==> src/rtl/bgsub_pkg.sv <==
// Shared definitions for the streaming background subtractor:
// FSM state encoding, alpha shift width and width helper functions.
package bgsub_pkg;

    typedef enum logic [1:0] {
        ST_IDLE  = 2'd0,
        ST_RUN   = 2'd1,
        ST_FLUSH = 2'd2
    } state_t;

    localparam int ALPHA_SH_W = 4;

    // Index width for a counter running 0..n-1; never narrower than 1 bit
    function automatic int idx_w(input int n);
        return (n <= 1) ? 1 : $clog2(n);
    endfunction

    // Width that holds the sum of CHANNELS absolute differences without overflow
    function automatic int sum_w(input int pix_w, input int channels);
        return pix_w + $clog2(channels);
    endfunction

endpackage

==> src/rtl/bgsub_channel_alu.sv <==
// One colour channel of the subtractor: signed difference, magnitude and
// floor-shifted update step, registered as pipeline stage 1. The update
// value bg + step is formed combinationally from the stage-1 registers.
module bgsub_channel_alu
    import bgsub_pkg::*;
#(
    parameter int PIX_W = 8
) (
    input  logic                  clk,
    input  logic                  adv,
    input  logic [PIX_W-1:0]      cur,
    input  logic [PIX_W-1:0]      bg,
    input  logic [ALPHA_SH_W-1:0] alpha_sh,
    output logic [PIX_W-1:0]      abs_p1,
    output logic [PIX_W-1:0]      cur_p1,
    output logic [PIX_W-1:0]      bg_p1,
    output logic [PIX_W-1:0]      upd_p1
);

    logic signed [PIX_W:0] diff;
    logic signed [PIX_W:0] step;
    logic signed [PIX_W:0] step_p1;

    // |d| always fits PIX_W bits since d lies in [-(2^PIX_W-1), 2^PIX_W-1]
    function automatic logic [PIX_W-1:0] abs_mag(input logic signed [PIX_W:0] d);
        return PIX_W'((d < 0) ? -d : d);
    endfunction

    // bg + floor(d / 2^sh) stays between bg and cur, so truncation cannot wrap
    function automatic logic [PIX_W-1:0] upd_val(input logic [PIX_W-1:0] b,
                                                 input logic signed [PIX_W:0] s);
        return PIX_W'($signed({1'b0, b}) + s);
    endfunction

    assign diff = $signed({1'b0, cur}) - $signed({1'b0, bg});
    assign step = diff >>> alpha_sh;

    // Stage 1 register: captures diff results whenever the pipe advances
    always_ff @(posedge clk) begin
        if (adv) begin
            abs_p1  <= abs_mag(diff);
            step_p1 <= step;
            cur_p1  <= cur;
            bg_p1   <= bg;
        end
    end

    assign upd_p1 = upd_val(bg_p1, step_p1);

endmodule

==> src/rtl/bgsub_stream_core.sv <==
// Streaming background subtractor top: frame FSM, h/v position counters,
// two-stage pipeline with global stall, threshold compare and background
// update select. Optional foreground pixel counter enabled by defining
// BGSUB_FG_COUNT_EN; otherwise fg_count is tied to zero.
module bgsub_stream_core
    import bgsub_pkg::*;
#(
    parameter int CHANNELS = 3,
    parameter int PIX_W    = 8,
    parameter int H_RES    = 640,
    parameter int V_RES    = 480,
    parameter int THR_W    = 10
) (
    input  logic                                clk,
    input  logic                                reset,
    input  logic                                frame_start,
    input  logic [THR_W-1:0]                    cfg_threshold,
    input  logic [ALPHA_SH_W-1:0]               cfg_alpha_sh,
    input  logic                                cfg_init,
    input  logic                                s_valid,
    output logic                                s_ready,
    input  logic [CHANNELS*PIX_W-1:0]           s_cur,
    input  logic [CHANNELS*PIX_W-1:0]           s_bg,
    output logic                                m_valid,
    input  logic                                m_ready,
    output logic                                m_fg,
    output logic [CHANNELS*PIX_W-1:0]           m_bg_upd,
    output logic                                m_eol,
    output logic                                m_eof,
    output logic                                frame_done,
    output logic                                err_sof,
    output logic [$clog2(H_RES*V_RES+1)-1:0]    fg_count
);

    localparam int PW    = CHANNELS * PIX_W;
    localparam int SUM_W = sum_w(PIX_W, CHANNELS);
    localparam int H_W   = idx_w(H_RES);
    localparam int V_W   = idx_w(V_RES);

    state_t                state;
    logic [THR_W-1:0]      thr_q;
    logic [ALPHA_SH_W-1:0] alpha_q;
    logic                  init_q;
    logic [H_W-1:0]        h_cnt;
    logic [V_W-1:0]        v_cnt;
    logic                  adv, acc, last_h, last_v, out_acc;
    logic                  vld_p1, eol_p1, eof_p1, vld_p2;
    logic [PW-1:0]         abs_p1, cur_p1, bg_p1, upd_p1, bg_upd_p1;
    logic [SUM_W-1:0]      sum_p1;
    logic                  fg_p1;

    assign adv     = ~vld_p2 | m_ready;
    assign s_ready = (state == ST_RUN) && adv;
    assign acc     = s_valid && s_ready;
    assign last_h  = (h_cnt == H_W'(H_RES - 1));
    assign last_v  = (v_cnt == V_W'(V_RES - 1));
    assign out_acc = vld_p2 && m_ready;
    assign m_valid = vld_p2;

    // Frame FSM with config latch, sticky start-of-frame error and done pulse
    always_ff @(posedge clk) begin
        if (reset) begin
            state      <= ST_IDLE;
            thr_q      <= '0;
            alpha_q    <= '0;
            init_q     <= 1'b0;
            err_sof    <= 1'b0;
            frame_done <= 1'b0;
        end else begin
            frame_done <= out_acc && m_eof;
            if (frame_start && state != ST_IDLE)
                err_sof <= 1'b1;
            case (state)
                ST_IDLE: if (frame_start) begin
                    state   <= ST_RUN;
                    thr_q   <= cfg_threshold;
                    alpha_q <= cfg_alpha_sh;
                    init_q  <= cfg_init;
                end
                ST_RUN:   if (acc && last_h && last_v) state <= ST_FLUSH;
                ST_FLUSH: if (out_acc && m_eof) state <= ST_IDLE;
                default:  state <= ST_IDLE;
            endcase
        end
    end

    // Pixel position counters, advanced once per accepted input beat
    always_ff @(posedge clk) begin
        if (reset) begin
            h_cnt <= '0;
            v_cnt <= '0;
        end else if (acc) begin
            if (last_h) begin
                h_cnt <= '0;
                v_cnt <= last_v ? '0 : v_cnt + V_W'(1);
            end else begin
                h_cnt <= h_cnt + H_W'(1);
            end
        end
    end

    // ---- stage 0 -> stage 1: per-channel diff/abs/step ----
    for (genvar ch = 0; ch < CHANNELS; ch++) begin : g_ch
        bgsub_channel_alu #(.PIX_W(PIX_W)) u_alu (
            .clk      (clk),
            .adv      (adv),
            .cur      (s_cur[ch*PIX_W +: PIX_W]),
            .bg       (s_bg[ch*PIX_W +: PIX_W]),
            .alpha_sh (alpha_q),
            .abs_p1   (abs_p1[ch*PIX_W +: PIX_W]),
            .cur_p1   (cur_p1[ch*PIX_W +: PIX_W]),
            .bg_p1    (bg_p1[ch*PIX_W +: PIX_W]),
            .upd_p1   (upd_p1[ch*PIX_W +: PIX_W])
        );
    end

    // Valid and end-of-line/frame tags travel with the beat; bubbles carry no tags
    always_ff @(posedge clk) begin
        if (reset) begin
            vld_p1 <= 1'b0;
            eol_p1 <= 1'b0;
            eof_p1 <= 1'b0;
            vld_p2 <= 1'b0;
            m_eol  <= 1'b0;
            m_eof  <= 1'b0;
        end else if (adv) begin
            vld_p1 <= acc;
            eol_p1 <= acc && last_h;
            eof_p1 <= acc && last_h && last_v;
            vld_p2 <= vld_p1;
            m_eol  <= eol_p1;
            m_eof  <= eof_p1;
        end
    end

    // ---- stage 1 -> stage 2: sum, threshold, update select ----
    // Channel magnitude sum, foreground decision and selective background update
    always_comb begin
        sum_p1 = '0;
        for (int c = 0; c < CHANNELS; c++)
            sum_p1 = sum_p1 + SUM_W'(abs_p1[c*PIX_W +: PIX_W]);
        fg_p1 = ~init_q && (THR_W'(sum_p1) > thr_q);
        if (init_q)
            bg_upd_p1 = cur_p1;
        else if (fg_p1)
            bg_upd_p1 = bg_p1;
        else
            bg_upd_p1 = upd_p1;
    end

    // Stage 2 output data registers, loaded only by real beats
    always_ff @(posedge clk) begin
        if (reset) begin
            m_fg     <= 1'b0;
            m_bg_upd <= '0;
        end else if (adv && vld_p1) begin
            m_fg     <= fg_p1;
            m_bg_upd <= bg_upd_p1;
        end
    end

`ifdef BGSUB_FG_COUNT_EN
    logic [$clog2(H_RES*V_RES+1)-1:0] fg_acc;

    // Count foreground beats taken downstream; publish and restart at frame end
    always_ff @(posedge clk) begin
        if (reset) begin
            fg_acc   <= '0;
            fg_count <= '0;
        end else if (frame_done) begin
            fg_count <= fg_acc;
            fg_acc   <= '0;
        end else if (out_acc && m_fg) begin
            fg_acc   <= fg_acc + 1'b1;
        end
    end
`else
    assign fg_count = '0;
`endif

endmodule
==> config.mk <==
export PLATFORM = sky130hd
export DESIGN_NAME = bgsub_stream_core
export DESIGN_NICKNAME = d
export VERILOG_FILES = /design/src/rtl/bgsub_pkg.sv /design/src/rtl/bgsub_channel_alu.sv /design/src/rtl/bgsub_stream_core.sv
export SDC_FILE = /design/constraint.sdc
export NUM_CORES = 1
export LEC_CHECK = 0
export BUFFER_PORTS_ARGS = -buffer_cell sky130_fd_sc_hd__buf_2
export CAP_MARGIN = 20
export CELL_PAD_IN_SITES_DETAIL_PLACEMENT = 1
export CELL_PAD_IN_SITES_GLOBAL_PLACEMENT = 1
export CORE_AREA = 2 2 156 158
export CTS_CLUSTER_SIZE = 20
export DETAILED_ROUTE_END_ITERATION = 12
export DIE_AREA = 0 0 158 160
export PLACE_DENSITY = 0.85
export SKIP_LAST_GASP = 1
export SYNTH_ARGS = -nofsm -noshare
export SYNTH_HDL_FRONTEND = slang
export SYNTH_HIERARCHICAL = 1
export SYNTH_SLANG_ARGS = --single-unit
==> constraint.sdc <==
create_clock -name clk -period 4.3 [get_ports clk]
set_input_delay 0 -clock clk [delete_from_list [all_inputs] [get_ports clk]]
set_output_delay 0 -clock clk [all_outputs]
set_load 0.02 [all_outputs]
**Word-level counts from Yosys, hierarchy flattened**

Index checks and enable logic that the tools add are counted.

- Flip-flop bits (word level): 165
- Output and inout bits: 50
- Logic and storage cells: 83
- Input bits: 68

- Multiplexer cells: 11
- Order comparisons: 4
- Eq/ne operators: 7
- Bitwise operators: 3
- Shifts and indexed selects: 3
- Reduce and logical (&&, ||, !) cells: 14
- Add/sub/neg operators: 13

Operators with widths:

| cell | number |
|---|---|
| 24-bit two-way mux | 2 |
| 9-bit by 1-bit < comparator with 1-bit output (second input constant) | 3 |
| 9-bit by 4-bit >>> shifter with 8-bit output | 3 |
| 8-bit by 8-bit subtractor with 9-bit output | 3 |
| 8-bit adder | 3 |
| 8-bit two-way mux | 3 |
| 8-bit negator | 3 |
| 10-bit by 1-bit adder with 10-bit output (second input constant) | 1 |
| 9-bit by 8-bit adder with 10-bit output | 1 |
| 10-bit == test (second input constant) | 1 |
| 10-bit > comparator | 1 |
| 10-bit two-way mux | 1 |
| 8-bit by 8-bit adder with 9-bit output | 1 |
| 9-bit by 1-bit adder with 9-bit output (second input constant) | 1 |
| 9-bit == test (second input constant) | 1 |
| 1-bit logical AND | 9 |
| 9-bit two-way mux | 1 |
| 2-bit two-way mux | 3 |
| 2-bit one-hot mux with 3 select lines | 1 |
| 2-bit != test (second input constant) | 2 |
| 2-bit AND reduction | 2 |
| 3-bit AND reduction | 1 |
| 2-bit by 1-bit == test with 1-bit output (second input constant) | 1 |
| 2-bit == test (second input constant) | 1 |
| other kinds (5) | 6 |

**Longest topological paths before layout**

- Depth in word-level cells: 8
- Gate-level depth with buffers: 20
- Mapped depth without buffers: 19

**Hierarchy**

Netlist, hierarchy kept.

By module, submodules not included:

| module | cells each | area each (µm²) | seq. area each (µm²) | times used |
|---|---|---|---|---|
| bgsub_channel_alu at g_ch[0].u_alu ... | 218 | 2357.3 | 960.9 | 2 |
| bgsub_stream_core | 479 | 3921.3 | 1381.3 | 1 |
| bgsub_channel_alu at g_ch[1].u_alu | 213 | 2229.6 | 960.9 | 1 |

**Least setup slack after synthesis**

Ideal clock, no wire load.

- Path kind: flip-flop to flip-flop
- Start: register g_ch[1].u_alu.abs_p1[1]
- End: register m_bg_upd[10]
- Arrival time: 3.641 ns
- Setup time: 0.121 ns
- Slack: 0.538 ns
- Stages on the path, launching flop included: 20
- Path buffers: 1
- Cells stage by stage: edfxtp_1 > inv_1 > fa_1 > inv_1 > ha_1 > inv_1 > fa_1 > nor2b_1 > o21ai_0 > a21boi_0 > o21a_1 > o21ai_0 > a21oi_1 > ha_1 > and4_1 > nand4_1 > a21bo_1 > buf_2 > a221oi_1 > o21ai_1

- Word-level cells in the longest chain between the ends: 6

Ends and longest elaborated chain:

| item | line | text |
|---|---|---|
| from (decl) | bgsub_channel_alu.sv:14 | `output logic [PIX_W-1:0] abs_p1,` |
| from (signal assigned) | bgsub_channel_alu.sv:41 | `abs_p1 <= abs_mag(diff);` |
| 8-bit by 8-bit adder with 9-bit output | bgsub_stream_core.sv:141 | `sum_p1 = sum_p1 + SUM_W'(abs_p1[c*PIX_W +: PIX_W]);` |
| 9-bit by 8-bit adder with 10-bit output | bgsub_stream_core.sv:141 |  |
| 10-bit > comparator | bgsub_stream_core.sv:142 | `fg_p1 = ~init_q && (THR_W'(sum_p1) > thr_q);` |
| 1-bit logical AND | bgsub_stream_core.sv:142 |  |
| 24-bit two-way mux | bgsub_stream_core.sv:145 | `else if (fg_p1)` |
| 24-bit two-way mux | bgsub_stream_core.sv:143 | `if (init_q)` |
| to (signal assigned) | bgsub_stream_core.sv:158 | `m_bg_upd <= bg_upd_p1;` |
| to (decl) | bgsub_stream_core.sv:27 | `output logic [CHANNELS*PIX_W-1:0] m_bg_upd,` |

Every way passes these cells.
A chain may end at the register's enable or synchronous reset.

**Final worst setup path**

- Start: register g_ch[2].u_alu.abs_p1[1]
- End: register m_bg_upd[4]

- Word-level cells in the longest chain between the ends: 5

Ends and longest elaborated chain:

| item | line |
|---|---|
| from (decl) | bgsub_channel_alu.sv:14 |
| from (signal assigned) | bgsub_channel_alu.sv:41 |
| 9-bit by 8-bit adder with 10-bit output | bgsub_stream_core.sv:141 |
| 10-bit > comparator | bgsub_stream_core.sv:142 |
| 1-bit logical AND | bgsub_stream_core.sv:142 |
| 24-bit two-way mux | bgsub_stream_core.sv:145 |
| 24-bit two-way mux | bgsub_stream_core.sv:143 |

Every way passes these cells.

==> flow_summary.ini <==
[synthesis]
synthArstFlopShare_pct = 0
syn_area_per_cell_um2 = 9.63
synth_area_um2 = 10900
yosysUniqueCellTypes = 86
ys_seq_elements = 165
synth_edf_count = 96
synthFlopType = edfxtp_1
yosysSeqAreaShare_pct = 39.2
yosys_warnings = 6
synthCells = 1128

[worst_setup_path]
cp_max_fo = 8
critical_path_class = register to register
cp_data_arrival_time_ns = 4.78
rr_worst_depth = 20
critPathCaptureType = register
critPathLaunchType = register
critPathRequiredTime_ns = 4.62

[clocking]
path_clk_slew_ns = 0.08
cts_tree = yes
numCtsBuffers = 17
cts-root-buf = clkbuf_16
cts.sinks = 165
cts_buffer_depth = 2
htreeDepth = 4
clock_latency_ns = 0.45

[routing]
wire_per_inst_um = 23.8
dr.pass1.iters = 6
postRouteAntennaNets = 0
vias = 9895
drt_wl_total_um = 38700
via_per_inst = 6.10
drc = 0
drtIter0Drc = 968

[floorplanning]
core_area_um2 = 23800
die_h_um = 160
ios = 118
dieArea_um2 = 25300
dieWidth_um = 158
initial_utilization_pct = 45.6
rows = 57

[timing]
fin_ws_ns = -0.162
finalSetupTns_ns = -1.54
fin_crit_ns = 4.46
setup_viol = 24
post-route-period-util_pct = 104
fin_skew_ns = 0.0181
maxSlewHeadroom_pct = 33.6
timing.fmax_mhz = 224
hold_viol = 0
slew_violations = 0
hold_ws_ns = 0.143
tightest_slew_ns = 0.996
rsz0062_at_grt = true

[finish]
layout-drive-gt1-share_pct = 19.3
layout_common_cells = 119 x nand2_1, 98 x buf_2, 96 x edfxtp_1
fillers = 2701
mostFrequentLayoutCell = nand2_1
layoutNonFillerInstCount = 1622
nNetsFinal = 1435
n_antenna_cell = 0
area_delta_synth_final_pct = 20.7
final_util_pct = 55.0

[global_route]
grt_pass1_wl_um = 56800
grt_use_total_pct = 29.2
grt_max_degree = 72
grt_pass1_vias = 10100
antenna_found_initial = 2
grt_overflow_total = 0

[run_status]
outcome = finished, violations left
violations = setup timing

[power]
p_total_uw = 10600
powerDensity_nw_per_um2 = 809
p_leak_uw = 0.00542
ir_worst_vdd_mv = 0.901

[placed_design]
dp.final_hpwl_um = 22500
io_buffers = 98
gp_congestion = 0.873
dp_cells = 1511

[min_path]
holdPathStages = 2
hold_class = input pin to register

[job]
max-cap-violations = 0
==> what timing repair did <==
action,4_1_cts,5_1_grt
hold buffers,66,0
buffers inserted,0,11
pin swaps,1,21
hold endpoints to repair,66,0
gates cloned,0,2
endpoints found under the setup margin,25,25
resized for setup,5,42
==> cell type report <==
type	count	area [µm²]	share of cell area, %
Multi-Input combinational cell	821	6110	46.6
Sequential cell	165	4270	32.5
Timing Repair Buffer	188	1370	10.5
Clock buffer	23	532	4.06
Tap cell	324	405	3.09
Inverter	92	350	2.67
Clock inverter	9	77.6	0.592
==> critical path, stage by stage, from the launching register on <==
cell and delay, ns:
edfxtp_1 0.41, inv_2 0.08, fa_1 0.45, inv_1 0.11, ha_2 0.20, inv_2 0.07, fa_2 0.42, nor2b_2 0.15
o21ai_2 0.09, buf_4 0.14, nand2_1 0.06, nor2_1 0.05, nor2_1 0.12, ha_1 0.25, and4_1 0.22, o21a_1 0.12
o31ai_2 0.53, nand2_2 0.18, buf_4 0.22, a221oi_1 0.37, o21ai_1 0.12
==> kinds of logic (layout without fill, tap and decap cells) <==
family / after synthesis / count (layout) / share of synthesized area (%)
adders and majority gates: 82 / 82 / 10.5
AOI/OAI and AO/OA: 287 / 288 / 18.9
other: 1 / 19 / 0.0345
and+or+nand+nor: 339 / 339 / 15.6
muxes: 18 / 18 / 2.07
DFF: 165 / 165 / 39.2
buffers and inverters: 161 / 312 / 7.06
xor gates and xnor gates: 75 / 75 / 6.67
==> per-stage QoR <==
step | cell area (µm²) | worst slack [ns]
after global routing | 13100 | -0.291
final | 13100 | -0.162
after detailed placement | 11500 | -0.126
after global placement | 11500 | 0.326
after floorplan | 10900 | 0.538
after CTS | 12800 | 0.00692
==> report_power, final <==
group          switching (µW)  total (µW)  internal (µW)
Sequential                164        2110           1940
Combinational            3890        6870           2980
Clock                     740        1630            891
Total                    4790       10600           5810
==> metal layers <==
metal  vias to the layer above  part of all wire (%)  GRT usage (%)
met1                      4893                    38           34.9
met5                         -                 0.036              0
met2                       501                    50           50.5
li1                       4330                     -              -
met4                         2                   5.5           14.7
met3                       169                   5.9           4.56
==> worst paths after layout <==
check                                                       start                        end  slack [ns]
worst max register to register  g_ch[2].u_alu/abs_p1[1]$_DFFE_PP_   m_bg_upd[4]$_SDFFE_PP0P_       -0.16
worst min-delay path                                        reset      h_cnt[2]$_SDFFE_PP0P_        0.14
worst min register to register          m_bg_upd[11]$_SDFFE_PP0P_  m_bg_upd[11]$_SDFFE_PP0P_        0.45
worst max-delay path            g_ch[2].u_alu/abs_p1[1]$_DFFE_PP_   m_bg_upd[4]$_SDFFE_PP0P_       -0.16
==> registers in the layout, summed over array words and instances (netlist names), 4 cells and up <==
name and cells:
g_ch.u_alu/cur_p1 24, h_cnt 10, g_ch.u_alu/bg_p1 24, alpha_q 4, g_ch.u_alu/abs_p1 24, m_bg_upd 24, v_cnt 9, g_ch.u_alu/step_p1 24
thr_q 10
==> cells in the mapped netlist, drive strengths merged (5+ instances only) <==
cell    count  area share, %
o21ai      76            3.6
nand2b     10           0.58
o21a        5           0.35
o31ai      12            1.2
a221oi     24            1.9
nor2       73            2.7
a211oi     10           0.83
and4        5           0.40
or3         8           0.55
mux2i       9           0.83
nand2     120            4.1
nand3      22            1.2
and2       28            1.6
ha         67            7.7
mux2        6           0.62
o211ai      8           0.55
buf        36            2.5
a21oi      75            3.9
xnor2      47            4.3
edfxtp     96             27
a31oi      10           0.69
and3       11           0.66
nor3       26            1.3
xor2       28            2.4
fa         15            2.8
dfxtp      69             13
nor2b      12           0.69
nand4      10           0.58
a21o       12           0.83
clkbuf     33            1.3
inv        92            3.2
a211o       7           0.56
o41ai       7           0.56
Power figures use the tool's default switching activity.
